<file path="src/rtl/alu_instr_sequencer_if.sv">
// Strobe/instruction bundle between the control-step sequencer (master) and the datapath (slave).
interface alu_instr_sequencer_if #(
   parameter int NREGS = 16,
   parameter int OPW   = 5
);
   logic             run;
   logic             step;
   logic [31:0]      ir;
   logic             pc_out, pc_increment, mar_in, pc_in, read, mdr_in, mdr_out, ir_in;
   logic             y_in, zlow_in, zhigh_in, zlow_out, zhigh_out, lo_in, hi_in;
   logic [NREGS-1:0] rin;
   logic [NREGS-1:0] rout;
   logic [OPW-1:0]   op_code;
   logic             illegal;
   logic             halted;

   modport master (
      input  run, step, ir,
      output pc_out, pc_increment, mar_in, pc_in, read, mdr_in, mdr_out, ir_in,
             y_in, zlow_in, zhigh_in, zlow_out, zhigh_out, lo_in, hi_in,
             rin, rout, op_code, illegal, halted
   );

   modport slave (
      output run, step, ir,
      input  pc_out, pc_increment, mar_in, pc_in, read, mdr_in, mdr_out, ir_in,
             y_in, zlow_in, zhigh_in, zlow_out, zhigh_out, lo_in, hi_in,
             rin, rout, op_code, illegal, halted
   );
endinterface

</file>
<file path="src/rtl/alu_instr_sequencer.sv">
// Control-step FSM for the Phase 1 datapath: fetch in T0-T2, execute in T3-T6.
// Build option SINGLE_STEP_EN: every non-reset transition waits for a rising step pulse.
module alu_instr_sequencer #(
   parameter int NREGS = 16,
   parameter int OPW   = 5
) (
   input logic                   clk,
   input logic                   clr,
   alu_instr_sequencer_if.master bus
);

   typedef enum logic [3:0] {
      S_IDLE, S_T0, S_T1, S_T2, S_T3, S_T4, S_T5, S_T6, S_ILL, S_HALT
   } state_t;

   localparam logic [14:0] P_PC_OUT  = 15'h4000;
   localparam logic [14:0] P_PC_INC  = 15'h2000;
   localparam logic [14:0] P_MAR_IN  = 15'h1000;
   localparam logic [14:0] P_PC_IN   = 15'h0800;
   localparam logic [14:0] P_READ    = 15'h0400;
   localparam logic [14:0] P_MDR_IN  = 15'h0200;
   localparam logic [14:0] P_MDR_OUT = 15'h0100;
   localparam logic [14:0] P_IR_IN   = 15'h0080;
   localparam logic [14:0] P_Y_IN    = 15'h0040;
   localparam logic [14:0] P_ZLO_IN  = 15'h0020;
   localparam logic [14:0] P_ZHI_IN  = 15'h0010;
   localparam logic [14:0] P_ZLO_OUT = 15'h0008;
   localparam logic [14:0] P_ZHI_OUT = 15'h0004;
   localparam logic [14:0] P_LO_IN   = 15'h0002;
   localparam logic [14:0] P_HI_IN   = 15'h0001;

   state_t           state_q, state_d;
   logic             advance;
   logic [4:0]       opc;
   logic [3:0]       ra, rb, rc;
   logic             is_bin, is_wide, is_un, is_halt;
   logic [14:0]      strb;
   logic             rin_en, rout_en;
   logic [3:0]       rin_idx, rout_idx;
   logic [NREGS-1:0] rin_vec, rout_vec;
   logic [4:0]       op_sel;
   logic             ill_out, halt_out;
   logic             unused_bits;

   assign opc = bus.ir[31:27];
   assign ra  = bus.ir[26:23];
   assign rb  = bus.ir[22:19];
   assign rc  = bus.ir[18:15];

   always_comb begin
      is_bin  = opc inside {5'b00011, 5'b00100, 5'b00101, 5'b00110, 5'b00111,
                            5'b01000, 5'b01001, 5'b01010, 5'b01011};
      is_wide = opc inside {5'b01111, 5'b10000};
      is_un   = opc inside {5'b10001, 5'b10010};
      is_halt = (opc == 5'b11011);
   end

`ifdef SINGLE_STEP_EN
   logic step_q;
   // Rising-edge detect so a long step pulse still advances only one state.
   assign advance     = bus.step & ~step_q;
   assign unused_bits = ^bus.ir[14:0];
`else
   assign advance     = 1'b1;
   assign unused_bits = ^{bus.ir[14:0], bus.step};
`endif

   always_comb begin
      state_d = state_q;
      case (state_q)
         S_IDLE: state_d = bus.run ? S_T0 : S_IDLE;
         S_T0:   state_d = S_T1;
         S_T1:   state_d = S_T2;
         S_T2: begin
            if (is_bin || is_wide) state_d = S_T3;
            else if (is_un)        state_d = S_T4;
            else if (is_halt)      state_d = S_HALT;
            else                   state_d = S_ILL;
         end
         S_T3:   state_d = S_T4;
         S_T4:   state_d = S_T5;
         S_T5:   state_d = is_wide ? S_T6 : (bus.run ? S_T0 : S_IDLE);
         S_T6:   state_d = bus.run ? S_T0 : S_IDLE;
         S_ILL:  state_d = bus.run ? S_T0 : S_IDLE;
         S_HALT: state_d = S_HALT;
         default: state_d = S_IDLE;
      endcase
   end

   always_ff @(posedge clk) begin
      if (clr) begin
         state_q <= S_IDLE;
`ifdef SINGLE_STEP_EN
         step_q  <= 1'b0;
`endif
      end else begin
         if (advance) state_q <= state_d;
`ifdef SINGLE_STEP_EN
         step_q  <= bus.step;
`endif
      end
   end

   always_comb begin
      strb     = '0;
      rin_en   = 1'b0;
      rin_idx  = ra;
      rout_en  = 1'b0;
      rout_idx = rb;
      op_sel   = '0;
      ill_out  = 1'b0;
      halt_out = 1'b0;
      case (state_q)
         S_T0: strb = P_PC_OUT | P_PC_INC | P_MAR_IN | P_ZLO_IN | P_ZHI_IN;
         S_T1: strb = P_ZLO_OUT | P_PC_IN | P_READ | P_MDR_IN;
         S_T2: strb = P_MDR_OUT | P_IR_IN;
         S_T3: begin
            strb    = P_Y_IN;
            rout_en = 1'b1;
         end
         S_T4: begin
            strb     = P_ZLO_IN | P_ZHI_IN;
            op_sel   = opc;
            rout_en  = is_bin || is_wide || is_un;
            rout_idx = is_un ? rb : rc;
         end
         S_T5: begin
            if (is_wide) begin
               strb = P_ZLO_OUT | P_LO_IN;
            end else begin
               strb   = P_ZLO_OUT;
               rin_en = is_bin || is_un;
            end
         end
         S_T6:   strb     = P_ZHI_OUT | P_HI_IN;
         S_ILL:  ill_out  = 1'b1;
         S_HALT: halt_out = 1'b1;
         default: ;
      endcase
   end

   genvar gi;
   generate
      for (gi = 0; gi < NREGS; gi++) begin : g_sel
         assign rin_vec[gi]  = rin_en  && (rin_idx  == 4'(gi));
         assign rout_vec[gi] = rout_en && (rout_idx == 4'(gi));
      end
   endgenerate

   assign {bus.pc_out, bus.pc_increment, bus.mar_in, bus.pc_in, bus.read, bus.mdr_in,
           bus.mdr_out, bus.ir_in, bus.y_in, bus.zlow_in, bus.zhigh_in, bus.zlow_out,
           bus.zhigh_out, bus.lo_in, bus.hi_in} = strb;
   assign bus.rin     = rin_vec;
   assign bus.rout    = rout_vec;
   assign bus.op_code = OPW'(op_sel);
   assign bus.illegal = ill_out;
   assign bus.halted  = halt_out;

endmodule

</file>
<file path="src/flat_wrapper.sv">
// flat-port wrapper written by rule: the top's interface ports become plain ports
module alu_instr_sequencer_flat 
#(
   parameter int NREGS = 16,
   parameter int OPW   = 5
)
  (clk, clr, bus_run, bus_step, bus_ir, bus_pc_out, bus_pc_increment, bus_mar_in, bus_pc_in, bus_read, bus_mdr_in, bus_mdr_out, bus_ir_in, bus_y_in, bus_zlow_in, bus_zhigh_in, bus_zlow_out, bus_zhigh_out, bus_lo_in, bus_hi_in, bus_rin, bus_rout, bus_op_code, bus_illegal, bus_halted);
  alu_instr_sequencer_if #(.NREGS(NREGS), .OPW(OPW)) bus_i ();
  input logic clk;
  input logic clr;
  input wire logic [$bits(bus_i.run)-1:0] bus_run;
  input wire logic [$bits(bus_i.step)-1:0] bus_step;
  input wire logic [$bits(bus_i.ir)-1:0] bus_ir;
  output wire logic [$bits(bus_i.pc_out)-1:0] bus_pc_out;
  output wire logic [$bits(bus_i.pc_increment)-1:0] bus_pc_increment;
  output wire logic [$bits(bus_i.mar_in)-1:0] bus_mar_in;
  output wire logic [$bits(bus_i.pc_in)-1:0] bus_pc_in;
  output wire logic [$bits(bus_i.read)-1:0] bus_read;
  output wire logic [$bits(bus_i.mdr_in)-1:0] bus_mdr_in;
  output wire logic [$bits(bus_i.mdr_out)-1:0] bus_mdr_out;
  output wire logic [$bits(bus_i.ir_in)-1:0] bus_ir_in;
  output wire logic [$bits(bus_i.y_in)-1:0] bus_y_in;
  output wire logic [$bits(bus_i.zlow_in)-1:0] bus_zlow_in;
  output wire logic [$bits(bus_i.zhigh_in)-1:0] bus_zhigh_in;
  output wire logic [$bits(bus_i.zlow_out)-1:0] bus_zlow_out;
  output wire logic [$bits(bus_i.zhigh_out)-1:0] bus_zhigh_out;
  output wire logic [$bits(bus_i.lo_in)-1:0] bus_lo_in;
  output wire logic [$bits(bus_i.hi_in)-1:0] bus_hi_in;
  output wire logic [$bits(bus_i.rin)-1:0] bus_rin;
  output wire logic [$bits(bus_i.rout)-1:0] bus_rout;
  output wire logic [$bits(bus_i.op_code)-1:0] bus_op_code;
  output wire logic [$bits(bus_i.illegal)-1:0] bus_illegal;
  output wire logic [$bits(bus_i.halted)-1:0] bus_halted;
  assign bus_i.run = bus_run;
  assign bus_i.step = bus_step;
  assign bus_i.ir = bus_ir;
  assign bus_pc_out = bus_i.pc_out;
  assign bus_pc_increment = bus_i.pc_increment;
  assign bus_mar_in = bus_i.mar_in;
  assign bus_pc_in = bus_i.pc_in;
  assign bus_read = bus_i.read;
  assign bus_mdr_in = bus_i.mdr_in;
  assign bus_mdr_out = bus_i.mdr_out;
  assign bus_ir_in = bus_i.ir_in;
  assign bus_y_in = bus_i.y_in;
  assign bus_zlow_in = bus_i.zlow_in;
  assign bus_zhigh_in = bus_i.zhigh_in;
  assign bus_zlow_out = bus_i.zlow_out;
  assign bus_zhigh_out = bus_i.zhigh_out;
  assign bus_lo_in = bus_i.lo_in;
  assign bus_hi_in = bus_i.hi_in;
  assign bus_rin = bus_i.rin;
  assign bus_rout = bus_i.rout;
  assign bus_op_code = bus_i.op_code;
  assign bus_illegal = bus_i.illegal;
  assign bus_halted = bus_i.halted;
  alu_instr_sequencer #(.NREGS(NREGS), .OPW(OPW)) u_core (.clk(clk), .clr(clr), .bus(bus_i));
endmodule
</file>
<file path="config.mk">
export PLATFORM = sky130hd
export DESIGN_NAME = alu_instr_sequencer_flat
export DESIGN_NICKNAME = d
export VERILOG_FILES = /design/src/rtl/alu_instr_sequencer_if.sv /design/src/rtl/alu_instr_sequencer.sv /design/src/flat_wrapper.sv
export SDC_FILE = /design/constraint.sdc
export NUM_CORES = 1
export LEC_CHECK = 0
export CAP_MARGIN = 20
export CORE_MARGIN = 2
export CORE_UTILIZATION = 36
export DETAILED_ROUTE_END_ITERATION = 6
export GPL_ROUTABILITY_DRIVEN = 1
export PLACE_DENSITY = 0.86
export SLEW_MARGIN = 15
export SYNTH_ARGS = -nofsm -noshare
export SYNTH_HDL_FRONTEND = slang
export SYNTH_SLANG_ARGS = --single-unit
export TNS_END_PERCENT = 20
</file>
<file path="constraint.sdc">
create_clock -name clk -period 6.43 [get_ports clk]
set_clock_uncertainty 0.2 [all_clocks]
set_input_delay 1.286 -clock clk [delete_from_list [all_inputs] [get_ports clk]]
set_output_delay 1.286 -clock clk [all_outputs]
set_load 0.01 [all_outputs]
</file>
; ---- After elaboration in Yosys (flattened, before gate mapping)
; Cells that the tools add are included.
; Widths: inputs -> output; s select.
[totals]
output_inout_bits = 54
word_cells = 112
ff_bits = 4
in_bits = 36
[classes]
eq_ne = 53
n_mux = 16
reduce_logical = 42
[ops]
columns = operator, n
row1 = $pmux 15 s7, 1
row2 = $eq 4x4->1 const B, 18
row3 = $eq 4x3->1 const B, 12
row4 = $logic_and 1x1->1, 32
row5 = $pmux 4 s8, 1
row6 = $eq 5x4->1 const B, 5
row7 = $eq 4x2->1 const B, 6
row8 = $eq 5x3->1 const B, 4
row9 = $eq 5x5->1 const B, 4
row10 = $mux 4, 5
row11 = $eq 4x1->1 const B, 3
row12 = $logic_not 4->1, 3
row13 = $reduce_bool 9->1, 1
row14 = $mux 1, 6
row15 = $eq 5x2->1 const B, 1
row16 = $mux 5, 1
row17 = $reduce_bool 2->1, 2
row18 = $logic_or 1x1->1, 3
row19 = $reduce_or 3->1, 1
row20 = $mux 2, 1
row21 = $pmux 1 s2, 1

; ---- Longest topological paths before layout
; Gate-level depths: netlist of run 1.
[depth]
word_depth = 6
ltp_mapped = 6
ltp_nobuf = 4

; ---- Worst setup path after synthesis of run 1
; No wires, ideal clock.
[synth_path]
kind = input port to output port
from = input port bus_ir[30]
to = output port bus_rout[12]
setup_slack_ns = 2.019
t_arrival_ns = 2.925
stages = 5
n_path_buf = 1
required_ns = 4.944
path_cell_list = buf_6 -> or3b_4 -> o21ai_4 -> mux2_2 -> nor4_1
[synth_via]
elab_chain_len = 6
elab_cells_between_ends = 23
classes_between = eq/ne (14) / mux (3) / reduce/logical (6)
[synth_rtl]
columns = item, line_no
row1 = "start, declared", flat_wrapper.sv:13  ; input wire logic [$bits(bus_i.ir)-1:0] bus_ir;
row2 = "$eq 5x5->1, or another cell as far along", alu_instr_sequencer.sv:54  ; is_un = opc inside {5'b10001, 5'b10010};
row3 = "$reduce_bool 2->1, or another cell as far along", alu_instr_sequencer.sv:54
row4 = $mux 4 / $logic_or 1x1->1 (equally long branches), "alu_instr_sequencer.sv:125, alu_instr_sequencer.sv:124"
row5 = $mux 4 / $logic_or 1x1->1 (equally long branches), "alu_instr_sequencer.sv:113, alu_instr_sequencer.sv:124"
row6 = $eq 4x4->1 / $pmux 1 s2 (equally long branches), "alu_instr_sequencer.sv:146, alu_instr_sequencer.sv:113"
row7 = $logic_and 1x1->1 *, alu_instr_sequencer.sv:146  ; assign rout_vec[gi] = rout_en && (rout_idx == 4'(gi));
row8 = "end, declared", flat_wrapper.sv:30  ; output wire logic [$bits(bus_i.rout)-1:0] bus_rout;
; Every way passes the cells marked *; elsewhere a longest branch is shown, timed or not.

; ---- Worst setup path after layout of run 1
[layout_path]
from = input port bus_ir[31]
to = output port bus_rout[14]
; Same word-level chain as after synthesis.

==> out/results.md, run 1 <==
- dfxtp_1 — Main synth FF type
- 4.59 ns — internal reg-to-reg setup slack
- 0 — Fin. Hold Viols
- 0.59 ns — critical path's largest stage delay
- 12.91 um — average routed wire per standard cell
- 4 — flip-flop and latch count after synthesis
- 2 — clock tree buffer depth
- built — TritonCTS clock tree
- 3528 um^2 — die area
- 73 x clkdlybuf4s50_1, 33 x nor4_1, 18 x nand2_1 — commonest non-fill, non-tap cells in the layout
- 20 — row count
- reg2reg — Min-Delay Path Class
- 18.07% — Tot GR Track Use
- 0.1846 GHz — highest attainable clock frequency
- 6.461 um^2 — average cell area after synthesis
- clkdlybuf4s50_1 — CP dominant cell by count
- 0% — share of synthesized flip-flops with an asynchronous set or reset
- 33.21% — normalized max-slew margin
- 84.26% — post-route fraction of the period consumed by the critical path
- 0 — number of buffers inserted by post-CTS setup repair
- 0.8212 — Final GP Congestion
- 90 — total I/O pin count
- 53 — Starting DRT DRC Count
- 1105 um^2 — Post-Syn Area
- 0 — hold-fix buffers at CTS
- 38 — post-synthesis cell type count
- 4.94 ns — Required @ worst endpoint
- 37.10% — Starting Density
- 1 — number of H-tree branching levels
- 5.286% — fraction of layout cells with a size suffix above 1
- primary input — type of origin of the critical path
- u_core.state_q[0] — hold path start
- 0 — DRC errors left
- 3.93 ns — crit path DAT
- clkdlybuf4s50_1 — cell with the largest stage delay on the worst path
- 5133 um — global-route wire length before repair
- 0 — max-slew violation count
- 73 — IO Port Bufs
- 1.002 ns — worst-margin pin slew
- 0 — initial antenna violation count
- 61.95% — P&R area growth vs syn
- 18 — largest net degree at the start of global routing
- 0 — setup-violating endpoint count in the final report
- 0 — global-route congestion overflow total
- 1424 — via count
- 0.0005813 uW — Leakage Power
- 4 — flip-flop count of the largest register after layout
- 60.08% — Core Util, Final
- u_core.state_q — register with the highest flop count
- 1.018 ns — DP Worst Slack
- 2978 um^2 — Placeable Area
- 8 — critical path peak fanout
- 4 — logic depth of the worst register-to-register path
- 5.477 — via density per instance
- 0 — Warnings, synthesis
- 2 — instance count along the most critical hold path
- clkdlybuf4s50_1 — most common cell after layout, fill and taps aside
- 3 — total clock buffers created by CTS
- 0.04 ns — clock-pin slew of the registers on the worst-case setup and hold paths
- clkdlybuf4s50_1 -> or3b_4 -> o21ai_4 -> mux2_2 -> nor4_1 -> clkdlybuf4s50_1 — cells along the critical path
- finished clean — run status
- 3356 um — WL final
- 1.012 ns — PnR worst setup slack
- 59.40 um — die outline height
- 4 — Num Clock Sinks
- 265 — final-stage net count
- 0 — number of resized instances in the post-cts repair step
- no — setup repair after global routing missed its margin
- 0 — Post-DRT Antenna Nets
- 4 — detailed-router iteration count before antenna repair
- 0.00008962 V — Worst VDD drop
- u_core.state_q: 4 flops — Regs by FF count
- 171 — Synth Instances
- 5.418 ns — shortest clock period the worst path allows after layout
- 1174 — number of global-route vias before repair
- output port — CP Capture Type
- 2654 um — dpl hpwl
- clkbuf_4 — Root Buffer
- u_core.state_q[3] — Endpoint, Worst Hold
- 0.23 ns — clock latency on the worst-skew pair
- 59.40 um — x dimension of the die
- 7.248% — sequential share of the synthesized area
- 0.4697 ns — final hold slack
- 0 — diodes inserted
- 80.55 nW/um^2 — power per cell area
- 0 — Post-synth EDFFs
- 207 — syn nets
- 0 ns — sum of negative setup slack
- in2out — Setup CP Type
- u_core.state_q[0] — capture instance of the worst register-to-register path
- 0 — Max Cap Viol
- u_core.state_q[0] — worst reg2reg startpoint
layer usage:
layer / part of all wire (%) / track usage, %
met1: 46 / 24.77
met4: 0.51 / 5.519
met5: 0 / 0
met2: 49 / 29.83
met3: 4.7 / 1.528
Yosys cell counts (all sizes together), types with 7 or more instances:
cell,number,area [um^2]
buf,13,87.58
clkbuf,8,30.03
mux2i,7,70.07
nand2,18,67.56
nand3,7,35.03
nor2,15,56.30
nor2b,12,75.07
nor3,7,35.03
nor4,33,206.5
through the flow:
step	cell area, um^2	total power (uW)	instances
finish	1789	144.1	260
global placement	1767	112.2	257
global route	1789	155.4	260
CTS	1789	146.6	260
floorplan	1105	82.18	171
detailed placement	1767	113.9	257
worst max-delay path by stage:
stage | startpoint | endpoint | slack, ns | depth (start not counted)
after floorplan | bus_ir[30] | bus_rout[12] | 2.02 | 5
after global placement | bus_ir[31] | bus_rout[3] | 1.03 | 6
after detailed placement | bus_ir[31] | bus_rout[13] | 1.02 | 6
after CTS | bus_ir[31] | bus_rout[13] | 1.02 | 6
after global routing | bus_ir[31] | bus_rout[12] | 0.83 | 6
final | bus_ir[31] | bus_rout[14] | 1.01 | 6
where the power goes:
group / internal (uW) / total [uW] / switching (uW)
logic: 39.6 / 81.7 / 42.1
clock network: 20.8 / 30.6 / 9.72
registers: 26.9 / 31.9 / 4.99
total: 87.3 / 144 / 56.8
kinds of logic (layout without fill, tap and decap cells):
| family | count (synthesis) | in the layout | synth area share (%) |
|---|---|---|---|
| simple gates | 109 | 109 | 54.25 |
| flops | 4 | 4 | 7.248 |
| mux | 9 | 9 | 8.381 |
| compound gates | 22 | 22 | 16.53 |
| xor+xnor | 2 | 2 | 1.586 |
| buf+inv | 25 | 81 | 12.00 |
critical path: cells and delay by family:
kind                   cells  cell delay [ns]
buffers and inverters      2             1.18
AND/OR/NAND/NOR            2             0.71
multiplexers               1             0.42
AO/OA/AOI/OAI              1             0.34
final cells by class:
| class | instances | area (um^2) |
|---|---|---|
| clock buffer | 3 | 22.52 |
| fill | 293 | 1189 |
| inverter | 4 | 15.01 |
| multi-input combinational | 142 | 892.1 |
| sequential | 4 | 80.08 |
| tap | 33 | 41.29 |
| timing repair buffer | 74 | 738.2 |
No activity file was read; power rests on OpenSTA's default activity.
==> inputs of run 2 (changes only) <==
- CORE_UTILIZATION: 36 -> 30
- PLACE_DENSITY: 0.86 -> 0.76
- clock period: 6.43 -> 4.6 ns (I/O delays scaled with it)
==> run 2 against run 1 <==
Clock power is 150% higher; largest cell class unchanged; non-clock buffer count up 8; design area up 5.9%; sequential share of layout area is 0.25 points lower; sequential power up 39%.
==> out/results.md, run 2 (synthesis results as in run 1) <==
- 0 — diodes inserted, unchanged
- 15.94% — Tot GR Track Use, was 18.07%
- reg2reg — Min-Delay Path Class, unchanged
- buffers and inverters — largest delay contributor family on the critical path, unchanged
- no — setup repair after global routing missed its margin, unchanged
- 4 — critical path peak fanout, was 8
- built — TritonCTS clock tree, unchanged
- 0.22 ns — clock latency on the worst-skew pair, was 0.23 ns
- 2821 um — dpl hpwl, was 2654 um
- 3549 um — WL final, was 3356 um
- 0.4762 ns — final hold slack, was 0.4697 ns
- 18 — largest net degree at the start of global routing, unchanged
- 2 — buffers and inverters on the worst path, unchanged
- 4 — flip-flop count of the largest register after layout, unchanged
- 3606 um^2 — Placeable Area, was 2978 um^2
- clkbuf_8 — Root Buffer, was clkbuf_4
- 52.53% — Core Util, Final, was 60.08%
- 0.59 ns — critical path's largest stage delay, about the same
- 0.0001442 V — Worst VDD drop, was 0.00008962 V
- 22 — row count, was 20
- 361 — number of fill cells, was 293
- 0 — Fin. Hold Viols, unchanged
- 2 — clock tree buffer depth, unchanged
- 0 — Post-DRT Antenna Nets, unchanged
- 0 — Max Cap Viol, unchanged
- 0 — initial antenna violation count, unchanged
- 80.08 um^2 — Reg area, unchanged
- 0.8037 — Final GP Congestion, was 0.8212
- clkdlybuf4s50_1 — most common cell after layout, fill and taps aside, unchanged
- 0.03 ns — clock-pin slew of the registers on the worst-case setup and hold paths, was 0.04 ns
- 0 — DRC errors left, unchanged
- 8.511% — fraction of layout cells with a size suffix above 1, was 5.286%
- 30.64% — Starting Density, was 37.10%
- 0.6104 ns — worst-margin pin slew, was 1.002 ns
- u_core.state_q — register with the highest flop count, unchanged
- 64.69 um — die outline height, was 59.40 um
- u_core.state_q: 4 flops — Regs by FF count, unchanged
- 1 — number of H-tree branching levels, unchanged
- 12.54 um — average routed wire per standard cell, was 12.91 um
- in2out — Setup CP Type, unchanged
- clkdlybuf4s50_1 — CP dominant cell by count, unchanged
- 5.141 — via density per instance, was 5.477
- clkdlybuf4s50_1 — cell with the largest stage delay on the worst path, unchanged
- 273 — final-stage net count, was 265
- 68 — Starting DRT DRC Count, was 53
- 0 — global-route congestion overflow total, unchanged
- 71.46% — P&R area growth vs syn, was 61.95%
- 4.429 ns — shortest clock period the worst path allows after layout
- finished clean — run status, unchanged
- 73 x clkdlybuf4s50_1, 33 x nor4_1, 18 x nand2_1 — commonest non-fill, non-tap cells in the layout, unchanged
- 0.2258 GHz — highest attainable clock frequency
- 4184 um^2 — die area, was 3528 um^2
- 90 — total I/O pin count, unchanged
- 128.2 nW/um^2 — power per cell area, was 80.55 nW/um^2
- clkdlybuf4s50_1 -> or3b_4 -> o21ai_4 -> mux2_2 -> nor4_1 -> clkdlybuf4s50_1 — cells along the critical path, unchanged
- 0 ns — sum of negative setup slack, unchanged
- 0 — setup-violating endpoint count in the final report, unchanged
- 96.28% — post-route fraction of the period consumed by the critical path
- 3.48 ns — Required @ worst endpoint, was 4.94 ns
- 1204 — number of global-route vias before repair, was 1174
- 0 — max-slew violation count, unchanged
- 3.31 ns — crit path DAT, was 3.93 ns
- 73 — IO Port Bufs, unchanged
- output port — CP Capture Type, unchanged
- 64.69 um — x dimension of the die, was 59.40 um
- 1455 — via count, was 1424
- primary input — type of origin of the critical path, unchanged
- 4 — Num Clock Sinks, unchanged
- 59.17% — normalized max-slew margin, was 33.21%
- 4 — detailed-router iteration count before antenna repair, unchanged
- 5485 um — global-route wire length before repair, was 5133 um
- 899.6 um^2 — area of the multi-input gates, was 892.1 um^2
- 242.8 uW — Tot Pwr, was 144.1 uW
- 0.0006274 uW — Leakage Power, was 0.0005813 uW
- 3 — total clock buffers created by CTS, unchanged
-- run 2: area by class of cell --
| cell class | count | share of cell area (%) |
|---|---|---|
| inverters | 4 | 0.7926 |
| multi-input cells | 142 | 47.49 |
| flip-flops and latches | 4 | 4.227 |
| well taps | 48 | 3.170 |
| clock buffers | 3 | 2.180 |
| repair buffers | 82 | 42.14 |
-- run 2: worst paths after layout --
| path | start | to | slack [ns] | cells past startpoint |
|---|---|---|---|---|
| worst min register to register | u_core.state_q[3] | u_core.state_q[3] | 0.48 | 2 |
| worst max-delay path | bus_ir[31] | bus_rout[12] | 0.17 | 6 |
| worst min-delay path | u_core.state_q[3] | u_core.state_q[3] | 0.48 | 2 |
| worst max register to register | u_core.state_q[0] | u_core.state_q[0] | 2.89 | 4 |
-- run 2: timing repair --
item	4_1_cts	5_1_grt
resized for setup	0	1
endpoints found under the setup margin	0	16
hold buffers	0	0
setup buffers	0	0
-- run 2: routing by layer --
metal,vias up,part of all wire [%],global-route usage [%]
met1,645,46,21.97
met2,43,47,25.91
met5,-,0,0
met4,0,1.7,4.255
met3,6,4.5,2.257
li1,761,-,-
-- run 2: worst reg2reg max path, stage by stage (launching register included) --
cell,delay [ns]
dfxtp_1,0.48
nand2_1,0.14
nor3_1,0.28
nor4bb_1,0.35
o311a_1,0.20
-- run 2: metrics by stage --
step | instance area [um^2] | worst slack [ns] | std cells
finish | 1894 | 0.1712 | 283
floorplan | 1105 | 0.9205 | 171
detailed placement | 1838 | 0.02223 | 279
global placement | 1838 | 0.03668 | 279
global route | 1894 | 0.07389 | 283
CTS | 1879 | 0.007450 | 282
-- run 2: power by group --
| group | total (uW) | switching, uW | leakage [uW] | internal [uW] |
|---|---|---|---|---|
| Sequential | 44.2 | 6.60 | 0.0000326 | 37.6 |
| Combinational | 122 | 62.0 | 0.000573 | 60.2 |
| Clock | 76.4 | 20.4 | 0.0000216 | 56.0 |
